### config.mk
export PLATFORM = sky130hd
export DESIGN_NAME = sort_sequencer
export DESIGN_NICKNAME = d
export VERILOG_FILES = /design/src/rtl/sort_sequencer.sv
export SDC_FILE = /design/constraint.sdc
export NUM_CORES = 1
export LEC_CHECK = 0
export CAP_MARGIN = 30
export CELL_PAD_IN_SITES_DETAIL_PLACEMENT = 1
export CELL_PAD_IN_SITES_GLOBAL_PLACEMENT = 1
export CORE_MARGIN = 5
export CORE_UTILIZATION = 35
export DETAILED_ROUTE_END_ITERATION = 6
export PLACE_DENSITY_LB_ADDON = 0.25
export SLEW_MARGIN = 15
export SYNTH_ARGS = -nofsm -noshare
export SYNTH_HDL_FRONTEND = slang
export SYNTH_SLANG_ARGS = --single-unit
### constraint.sdc
create_clock -name clk -period 5.3 [get_ports clk]
set_input_delay 1.06 -clock clk [delete_from_list [all_inputs] [get_ports clk]]
set_output_delay 1.06 -clock clk [all_outputs]
set_load 0.005 [all_outputs]
### src/rtl/sort_sequencer.sv
// sort_sequencer: loads four unsigned words, sorts them ascending, then streams them out.
// Latency: SORT takes 6 cycles after the 4th accepted word; the first word is offered in the cycle after that.
// Backpressure: in_ready is low outside LOAD; DRAIN holds the current word and index while out_ready is low.
// Ports: clk/rst (async active-high); in_valid/in_ready/in_data load handshake;
//        cmp_a/cmp_b -> external comparator, cmp_max/cmp_min <- its same-cycle result;
//        out_valid/out_ready/out_data/out_last drain handshake; busy is high in SORT and DRAIN.
module sort_sequencer #(
   parameter int WIDTH = 4
) (
   input  logic             clk,
   input  logic             rst,
   input  logic             in_valid,
   output logic             in_ready,
   input  logic [WIDTH-1:0] in_data,
   output logic [WIDTH-1:0] cmp_a,
   output logic [WIDTH-1:0] cmp_b,
   input  logic [WIDTH-1:0] cmp_max,
   input  logic [WIDTH-1:0] cmp_min,
   output logic             out_valid,
   input  logic             out_ready,
   output logic [WIDTH-1:0] out_data,
   output logic             out_last,
   output logic             busy
);

   typedef enum logic [1:0] {
      ST_LOAD  = 2'd0,
      ST_SORT  = 2'd1,
      ST_DRAIN = 2'd2
   } state_t;

   state_t           state_q, state_d;
   logic [1:0]       wcnt_q, wcnt_d;
   logic [1:0]       rcnt_q, rcnt_d;
   logic [2:0]       step_q, step_d;
   logic [WIDTH-1:0] slot_q [4];
   logic [WIDTH-1:0] slot_d [4];
   logic [1:0]       pair_lo;
   logic [1:0]       pair_hi;

   // Compare-exchange network for four elements: three passes that each shrink
   // by one, i.e. pairs (0,1),(1,2),(2,3),(0,1),(1,2),(0,1).
   always_comb begin
      case (step_q)
         3'd0, 3'd3, 3'd5: pair_lo = 2'd0;
         3'd1, 3'd4:       pair_lo = 2'd1;
         default:          pair_lo = 2'd2;
      endcase
      pair_hi = pair_lo + 2'd1;
   end

   // All outputs are pure decodes of the state registers, so reset clears them
   // immediately through the asynchronous flop reset.
   assign in_ready  = (state_q == ST_LOAD);
   assign busy      = (state_q != ST_LOAD);
   assign cmp_a     = (state_q == ST_SORT) ? slot_q[pair_lo] : '0;
   assign cmp_b     = (state_q == ST_SORT) ? slot_q[pair_hi] : '0;
   assign out_valid = (state_q == ST_DRAIN);
   assign out_data  = out_valid ? slot_q[rcnt_q] : '0;
   assign out_last  = out_valid && (rcnt_q == 2'd3);

   always_comb begin
      state_d = state_q;
      wcnt_d  = wcnt_q;
      rcnt_d  = rcnt_q;
      step_d  = step_q;
      for (int i = 0; i < 4; i++) begin
         slot_d[i] = slot_q[i];
      end

      case (state_q)
         ST_LOAD: begin
            if (in_valid) begin
               slot_d[wcnt_q] = in_data;
               wcnt_d         = wcnt_q + 2'd1;
               if (wcnt_q == 2'd3) begin
                  state_d = ST_SORT;
                  step_d  = 3'd0;
               end
            end
         end
         ST_SORT: begin
            // The min lands in the lower slot, so equal operands stay put.
            slot_d[pair_lo] = cmp_min;
            slot_d[pair_hi] = cmp_max;
            if (step_q == 3'd5) begin
               state_d = ST_DRAIN;
               rcnt_d  = 2'd0;
            end else begin
               step_d = step_q + 3'd1;
            end
         end
         ST_DRAIN: begin
            if (out_ready) begin
               rcnt_d = rcnt_q + 2'd1;
               if (rcnt_q == 2'd3) begin
                  state_d = ST_LOAD;
                  wcnt_d  = 2'd0;
               end
            end
         end
         default: begin
            state_d = ST_LOAD;
            wcnt_d  = 2'd0;
         end
      endcase
   end

   always_ff @(posedge clk or posedge rst) begin
      if (rst) begin
         state_q <= ST_LOAD;
         wcnt_q  <= 2'd0;
         rcnt_q  <= 2'd0;
         step_q  <= 3'd0;
         for (int i = 0; i < 4; i++) begin
            slot_q[i] <= '0;
         end
      end else begin
         state_q <= state_d;
         wcnt_q  <= wcnt_d;
         rcnt_q  <= rcnt_d;
         step_q  <= step_d;
         for (int i = 0; i < 4; i++) begin
            slot_q[i] <= slot_d[i];
         end
      end
   end

endmodule

Word-level counts from Yosys, hierarchy flattened. Index checks and enable logic that the tools add are counted.

$add $sub $neg: 4. Eq/ne operators: 14. Reduce and logical (&&, ||, !) cells: 16. Muxes and demuxes: 39. Bitwise logic cells: 5. Magnitude comparators: 7.

Operators by type and width (number): 16-bit bitwise mux (3); 4-bit 2-to-1 mux (12); 16-bit case mux with 2 select lines (1); 4-bit binary-select mux with 2-bit select (3); 4-bit demux with 2-bit select (3); 16-bit 2-to-1 mux (1); 2-bit 2-to-1 mux (8); 3-bit greater-or-equal comparator (second input constant) (4); 2-bit inverter with 3-bit output (4); 2-bit case mux with 3 select lines (2); 3-bit by 1-bit < comparator with 1-bit output (second input constant) (3); 3-bit 2-to-1 mux (3); 2-bit by 1-bit != test with 1-bit output (second input constant) (4); 2-bit case mux with 2 select lines (2); 4-bit AND reduction (2); 2-bit by 1-bit adder with 2-bit output (second input constant) (3); 2-bit == test (second input constant) (3); 3-bit == test (second input constant) (2); 3-bit case mux with 2 select lines (1); 2-bit nonzero test (3); 5-bit AND reduction (1); 1-bit logical AND (4); 2-bit != test (second input constant) (2); 3-bit by 1-bit adder with 3-bit output (second input constant) (1); 10 further kinds (10).

Input port bits: 16. Bits in registers: 25.

Depth between registers and ports, before layout. Gate-level depths: netlist of the first run.

Depth in word-level cells: 11. Mapped depth: 7. Mapped depth without buffers: 6.

Least setup slack after synthesis of the first run. Ideal clock, no wire load.

Path kind: reg-to-output. Start: register step_q[0]. End: output port cmp_a[0]. Cell stages (with the launch flop): 7. Arrival time: 1541 ps. Path slack: 2699 ps. Path buffers: 1. Cells stage by stage: dfrtp_1 > ha_1 > ha_1 > or3_1 > buf_2 > o22ai_1 > nor3_1.

Word-level cells in the longest chain between the ends: 8.

Ends and longest elaborated chain: from (decl) (RTL line 35) `logic [2:0] step_q, step_d;`; from (signal assigned) (RTL line 122) `step_q <= step_d;`; 3-bit == test, or another cell as far along (RTL line 44) `case (step_q)`; 3-bit OR reduction / 2-bit OR reduction (equally long branches) (RTL line 44); 2-bit case mux with 2 select lines (*) (RTL line 44); 2-bit inverter with 3-bit output (implied by the code) (*) (RTL line 56) `assign cmp_a = (state_q == ST_SORT) ? slot_q[pair_lo] : '0;`; 4-bit binary-select mux with 2-bit select (*) (RTL line 56); 4-bit 2-to-1 mux (implied by the code) (*) (2 in series) (RTL line 56); 4-bit 2-to-1 mux (*) (RTL line 56); to (decl) (RTL line 15) `output logic [WIDTH-1:0] cmp_a,`.

Mark *: on every way between the ends. The rest lies on a longest branch, timed or not. The select of a mux whose other input is x is not followed.

Worst setup path after layout of the first run.
Start: register step_q[0]. End: output port cmp_b[0].

Word-level cells in the longest chain between the ends: 9.

Ends and longest elaborated chain: 3-bit == test, or another cell as far along (RTL line 44); 3-bit OR reduction / 2-bit OR reduction (equally long branches) (RTL line 44); 2-bit case mux with 2 select lines (*) (RTL line 44); 2-bit by 1-bit adder with 2-bit output (*) (RTL line 49) `pair_hi = pair_lo + 2'd1;`; 2-bit inverter with 3-bit output (implied by the code) (*) (RTL line 57) `assign cmp_b = (state_q == ST_SORT) ? slot_q[pair_hi] : '0;`; 4-bit binary-select mux with 2-bit select (*) (RTL line 57); 4-bit 2-to-1 mux (implied by the code) (*) (2 in series) (RTL line 57); 4-bit 2-to-1 mux (*) (RTL line 57); to (decl) (RTL line 16) `output logic [WIDTH-1:0] cmp_b,`.

Marks and branches as above.

==> results.md, run 1 <==
- Worst-Margin Slew: 0.880 ns
- Area delta synth->final: 23.5%
- Post-DR vias/cell: 5.62
- DR vias: 1586
- Met1 wire length: 2270 µm
- Maximum buffer depth of the clock tree: 2
- Detailed Route WL: 5460 µm
- Hold path startpoint: step_q[1]
- Ant diodes: 0
- Net Switching: 617 µW
- CTS tree: done
- Gr ovfl total: 0
- Post-CTS Hold Fix Bufs: 0
- Vias in the first global route: 1710
- Pin count of the biggest net entering global routing: 21
- Clock sinks: 25
- Fin crit period: 3.63 ns
- Iter 0 DRT Violations: 104
- Final Setup Violations: 0
- Crit share post-route: 0.685
- CP max FO: 10
- Final-stage net count: 238
- DR WL met3: 186 µm
- Post-Synth Simple-Gate Area: 0.175
- Max Cap Viol: 0
- Setup CP Type: reg2out
- Cell mode on critical path: ha_1
- Post-synthesis area per instance: 9.71 µm²
- Hold Fails Final Rpt: 0
- CP arrival: 2.57 ns
- Logic pwr share: 0.617
- RR Startpoint: state_q[1]
- Hold WC Path Type: reg2reg
- Setup TNS: 0 ns
- IO Pins: 32
- Sequential Power Share: 0.294
- Synth Area in Adders: 0.0634
- Postcts setup bufs: 0
- Fmax: 276 MHz
- Yosys warning count: 0
- Leak pwr: 0.000896 µW
- Die W: 81.3 µm
- EDFF count, synth: 0
- Root Buffer: clkbuf_8
- Slew Limit Fails: 0
- Clk slew on worst S/H paths: 0.09 ns
- Setup slack at placement: 1.74 ns
- Flops & latches, synth: 25
- CP max stage cell: or3_1
- Post-Synth XOR/XNOR Area: 0
- Peak supply drop: 0.178 mV
- Buf/Inv on CP: 1
- Status: completed
- Detail Route Antenna Nets: 0
- Cell Pwr Density: 619 nW/µm²
- Rel. slew slack: 0.414
- Post-Syn Instances: 183
- Setup Skew: 0.00199 ns
- Clock network power share: 0.088
- Starting density of the core: 0.355
- Cell internal pwr: 742 µW
- TritonRoute pass-1 iters: 4
- Highest routed layer: met4
- CTS H-tree depth: 1
- Largest family of logic cells by synthesized area: compound AO/OA/AOI/OAI gates
- Final worst slack: 1.67 ns
- IO buf count: 31
- Syn_nets: 208
- CP startpoint: step_q[0]
- RSZ-0062 raised after global routing: no
- Core ar.: 5010 µm²
- CP Capture Type: primary output
- Layout cells sized above 1: 0.123
- Worst-path cell chain: ha_1 > ha_1 > or3_1 > o22ai_1 > nor3_1 > clkdlybuf4s50_1
- Final HPWL DP: 4330 µm
- Drt drc: 0
- Die Y: 81.3 µm
- Ys async rst share: 1.00
- CP Launch Type: flop
- Top FF cell, synth: dfrtp_1
- Post-synthesis cell type count: 42
- Synth Area in Compound Gates: 0.261
- Clk_lat worst skew: 0.27 ns
- Largest stage delay, worst path: 0.58 ns
- Sw frac: 0.454
- CP delay by family, top: simple AND/OR/NAND/NOR gates
- Initial antenna violation count: 0
- Critical Path RT: 4.24 ns
- Gr usage total: 0.176
- Post-synthesis sequential area ratio: 0.352
- Mux contribution to synthesized area: 0.105
- CTS buffer count: 3
- Die area: 6600 µm²
- WL met2: 2970 µm
- First-pass GRT wire length: 8830 µm
- Drt wl/cell: 19.4 µm
- Mapped cell area: 1780 µm²
- Final GP Congestion: 0.819
- Core Rows: 26
- # resized after CTS: 0
[power by group through the flow]
| stage | clock, µW | combinational, µW | sequential, µW |
|---|---|---|---|
| floorplan | 0 | 629 | 336 |
| global placement | 0 | 802 | 396 |
| detailed placement | 0 | 841 | 404 |
| CTS | 123 | 843 | 400 |
| global route | 134 | 925 | 411 |
| finish | 120 | 839 | 400 |
[metrics by stage]
| stage | utilization | area, µm² | cells | hold slack (ns) | power [µW] |
|---|---|---|---|---|---|
| 6_report | 0.438 | 2190 | 282 | 0.530 | 1360 |
| 5_1_grt | 0.438 | 2190 | 282 | 0.560 | 1470 |
| 4_1_cts | 0.437 | 2190 | 281 | 0.529 | 1370 |
| 3_5_place_dp | 0.428 | 2140 | 277 | 0.507 | 1240 |
| 3_3_place_gp | 0.425 | 2130 | 276 | 0.497 | 1200 |
| 2_1_floorplan | - | 1780 | 183 | 0.473 | 965 |
[cell usage in the layout, fill, tap and decap left out, drive strengths merged]
cell           netlist  layout
o21bai               3       3
or3                  1       1
nand2               16      16
clkdlybuf4s50        0      31
a32oi                1       1
mux2                 6       6
o221a                4       4
buf                  5       2
mux4                 4       4
o31ai                5       5
a21oi                8       8
nor3b                1       1
and3                 5       5
mux2i                1       1
nand2b               5       5
nor2b                2       2
o22ai                9       9
nor3                 8       8
o21ai                8       8
a211oi               1       1
a21o                 1       1
ha                   9       9
a22oi                4       4
nand3                2       2
clkbuf               3       4
and3b                1       1
nor2                14      14
a31oi                2       2
a221oi               4       4
a21boi               1       1
a221o                4       4
and2                 6       6
o2bb2ai              4       4
inv                  9       9
dfrtp               25      25
o21a                 1       1
[layout make-up]
type,count,area (µm²)
fillers,581,2820
multi-input cells,141,1070
flip-flops and latches,25,626
repair buffers,33,330
well taps,70,87.6
clock buffers,4,45.0
inverters,9,33.8
[Yosys cell counts (5+ instances only)]
library cell	count	area [µm²]
o21ai_0	6	30.0
nand2b_1	5	31.3
mux2_4	5	75.1
nor3_1	8	40.0
inv_1	9	33.8
dfrtp_1	25	626
nor2_1	11	41.3
a21oi_1	8	40.0
and2_1	6	37.5
o22ai_1	9	56.3
ha_1	9	113
nand2_1	16	60.1
and3_1	5	31.3
o31ai_1	5	37.5
[kinds of logic after synthesis]
group | Yosys count
fa+ha+maj | 9
compound gates | 60
flops | 25
mux | 11
simple gates | 61
buf+inv | 17
[worst reg2reg max path: cells and delay by family, from the launching register on]
kind / cells / cell delay (ns)
simple gates: 2 / 0.92
flops: 1 / 0.65
compound gates: 1 / 0.41
mux: 1 / 0.26
[per-layer routing]
layer  global-route usage  up-vias
li1                     -      748
met2                0.332       32
met4               0.0439        0
met3               0.0244        5
met5                    0        -
met1                0.209      801
[sequential cells by signal, indices dropped and copies added (netlist names)]
signal	count
rcnt_q	2
state_q	2
slot_q	16
wcnt_q	2
step_q	3
[final timing paths]
path                                   end  slack, ns  cells past startpoint
worst min register to register   step_q[1]       0.53                      2
worst min-delay path             step_q[1]       0.53                      2
min in group asynchronous       slot_q[12]       1.12                      2
worst max-delay path              cmp_b[0]       1.67                      6
max in group asynchronous        step_q[1]       3.70                      3
worst max register to register   slot_q[4]       2.96                      4
Note: power is estimated with default switching activity, not from simulation.
==> run 2, diff against run 1 <==
==> constraint.sdc (replaced) <==
create_clock -name clk -period 3.3 [get_ports clk]
set_input_delay 0.66 -clock clk [delete_from_list [all_inputs] [get_ports clk]]
set_output_delay 0.66 -clock clk [all_outputs]
set_load 0.005 [all_outputs]
==> results.md, run 2 (synthesized netlist as in run 1, its figures left out) <==
- Status: completed
- Logic pwr share: 0.630 (+0.013)
- Drt wl/cell: 19.6 µm (+1.2%)
- Worst-Margin Slew: 0.713 ns (-0.166 ns)
- CTS buffer count: 3 (unchanged)
- Worst Reg2Reg Path Length in Cells: 5 (+1)
- Final-stage net count: 240 (+0.84%)
- IO Pins: 32 (unchanged)
- GR Util met2: 0.333 (+0.000821)
- Iter 0 DRT Violations: 67 (-36%)
- Final Setup Violations: 0 (unchanged)
- Die Y: 81.3 µm (unchanged)
- Setup TNS: 0 ns (unchanged)
- Gr usage total: 0.182 (+0.00597)
- Reg2Reg Setup Slack: 1.16 ns (-1.80 ns)
- Detail Route Antenna Nets: 0 (unchanged)
- Setup Skew: 0.00244 ns (+0.000446 ns)
- Pin count of the biggest net entering global routing: 15 (-29%)
- Worst hold slack: 0.529 ns (-0.000973 ns)
- Core ar.: 5010 µm² (unchanged)
- Largest Register: slot_q
- Initial antenna violation count: 0 (unchanged)
- Hold Fails Final Rpt: 0 (unchanged)
- Peak supply drop: 0.413 mV (+130%)
- Max Cap Viol: 0 (unchanged)
- CP max FO: 8 (-2)
- Sequential Power Share: 0.283 (-0.011)
- CP Launch Type: flop
- Post-DR vias/cell: 5.61 (-0.27%)
- Cell internal pwr: 1220 µW (+64%)
- Net Switching: 1010 µW (+63%)
- Setup CP Type: reg2out
- Hold Path End: step_q[1]
- Clock network power share: 0.086 (-0.002)
- First-pass GRT wire length: 8980 µm (+1.7%)
- IO buf count: 31 (unchanged)
- Hold path startpoint: step_q[1]
- Fmax: 325 MHz
- Critical Path RT: 2.64 ns (-1.60 ns)
- TritonRoute pass-1 iters: 4 (unchanged)
- RR Startpoint: state_q[0]
- Starting density of the core: 0.355 (unchanged)
- Sw frac: 0.453 (-0.00115)
- Area delta synth->final: 24.9%
- Vias in the first global route: 1755 (+2.6%)
- Gr ovfl total: 0 (unchanged)
- Clk slew on worst S/H paths: 0.09 ns (about the same)
- CP Capture Type: primary output
- Leak pwr: 0.000911 µW (+1.6%)
- Detailed Route WL: 5570 µm (+2.0%)
- Global routing's busiest layer: met2
- Layout cells sized above 1: 0.140 (+0.0175)
- Reg-to-Reg End: slot_q[4]
- Fin cells: 284 (+0.71%)
- # placed instances: 280 (+1.1%)
- Most frequent cells in the layout: clkdlybuf4s50_1, dfrtp_1, nand2_1
- Fin crit period: 3.07 ns
- Root Buffer: clkbuf_8
- Core Rows: 26 (unchanged)
- RSZ-0062 raised after global routing: no
- DR vias: 1593 (+0.44%)
- Crit share post-route: 0.931
- Ant diodes: 0 (unchanged)
- Cell Pwr Density: 1000 nW/µm² (+62%)
- Worst Hold Depth: 2 (unchanged)
- Rel. slew slack: 0.524 (+0.110)
- Die W: 81.3 µm (unchanged)
- Final HPWL DP: 4380 µm (+1.2%)
- Clk_lat worst skew: 0.28 ns (about the same)
- Post-CTS Hold Fix Bufs: 0 (unchanged)
- Max reg flops: 16 (unchanged)
- Slew Limit Fails: 0 (unchanged)
- Met1 Use GR: 0.206 (-0.00283)
- Die area: 6600 µm² (unchanged)
- Drt drc: 0 (unchanged)
- CTS H-tree depth: 1 (unchanged)
- Clock sinks: 25 (unchanged)
- CP arrival: 2.41 ns (-0.16 ns)
- CTS tree: done
- Postcts setup bufs: 0 (unchanged)
- Largest registers: slot_q: 16 flops, step_q: 3 flops
- Grt met3 use: 0.0366 (+0.0122)
- Maximum buffer depth of the clock tree: 2 (unchanged)
- Hold WC Path Type: reg2reg
- Final GP Congestion: 0.811 (-1.0%)
- # resized after CTS: 0 (unchanged)
- Most common cell after layout, fill and taps aside: clkdlybuf4s50_1
run 2: through the flow:
step                      cell area [µm²]  worst slack (ns)  power (µW)   util
final                                2220             0.228        2220  0.443
after global routing                 2220            0.0596        2400  0.443
after CTS                            2210            0.0638        2240  0.442
after detailed placement             2170             0.394        2040  0.433
after global placement               2150             0.502        1950  0.430
after floorplan                      1780              1.10        1550      -
run 2: layer usage:
metal / routed length (µm) / vias to the layer above
met2: 2880 / 46
met4: 142 / 0
li1: - / 757
met3: 278 / 13
met1: 2270 / 777
met5: 0 / -
run 2: worst max-delay path, cell delays in order, from the launching register on:
cell,delay (ns)
dfrtp_1,0.43
inv_1,0.06
ha_1,0.23
mux2_4,0.30
o21ai_2,0.31
nor2_1,0.07
nor3_1,0.17
clkdlybuf4s50_1,0.56
run 2: area by class of cell:
| type | instances | area [µm²] |
|---|---|---|
| Clock buffer | 3 | 41.3 |
| Inverter | 9 | 33.8 |
| Fill cell | 590 | 2790 |
| Multi-Input combinational cell | 141 | 1080 |
| Timing Repair Buffer | 35 | 348 |
| Clock inverter | 1 | 5.00 |
| Sequential cell | 25 | 626 |
| Tap cell | 70 | 87.6 |
run 2: power groups by stage:
stage | sequential (µW) | combinational (µW) | clock (µW)
after floorplan | 540 | 1010 | 0
after global placement | 623 | 1330 | 0
after detailed placement | 636 | 1400 | 0
after CTS | 629 | 1410 | 202
after global routing | 651 | 1540 | 208
final | 629 | 1400 | 192
run 2: worst max path at each step:
stage | start | slack (ns) | endpoint | depth (start not counted)
final | step_q[0] | 0.23 | cmp_a[2] | 7
after floorplan | step_q[0] | 1.10 | cmp_a[0] | 6
after global routing | step_q[0] | 0.06 | cmp_a[2] | 7
after CTS | step_q[0] | 0.06 | cmp_a[2] | 6
after detailed placement | step_q[0] | 0.39 | cmp_a[2] | 6
after global placement | step_q[0] | 0.50 | cmp_b[3] | 6
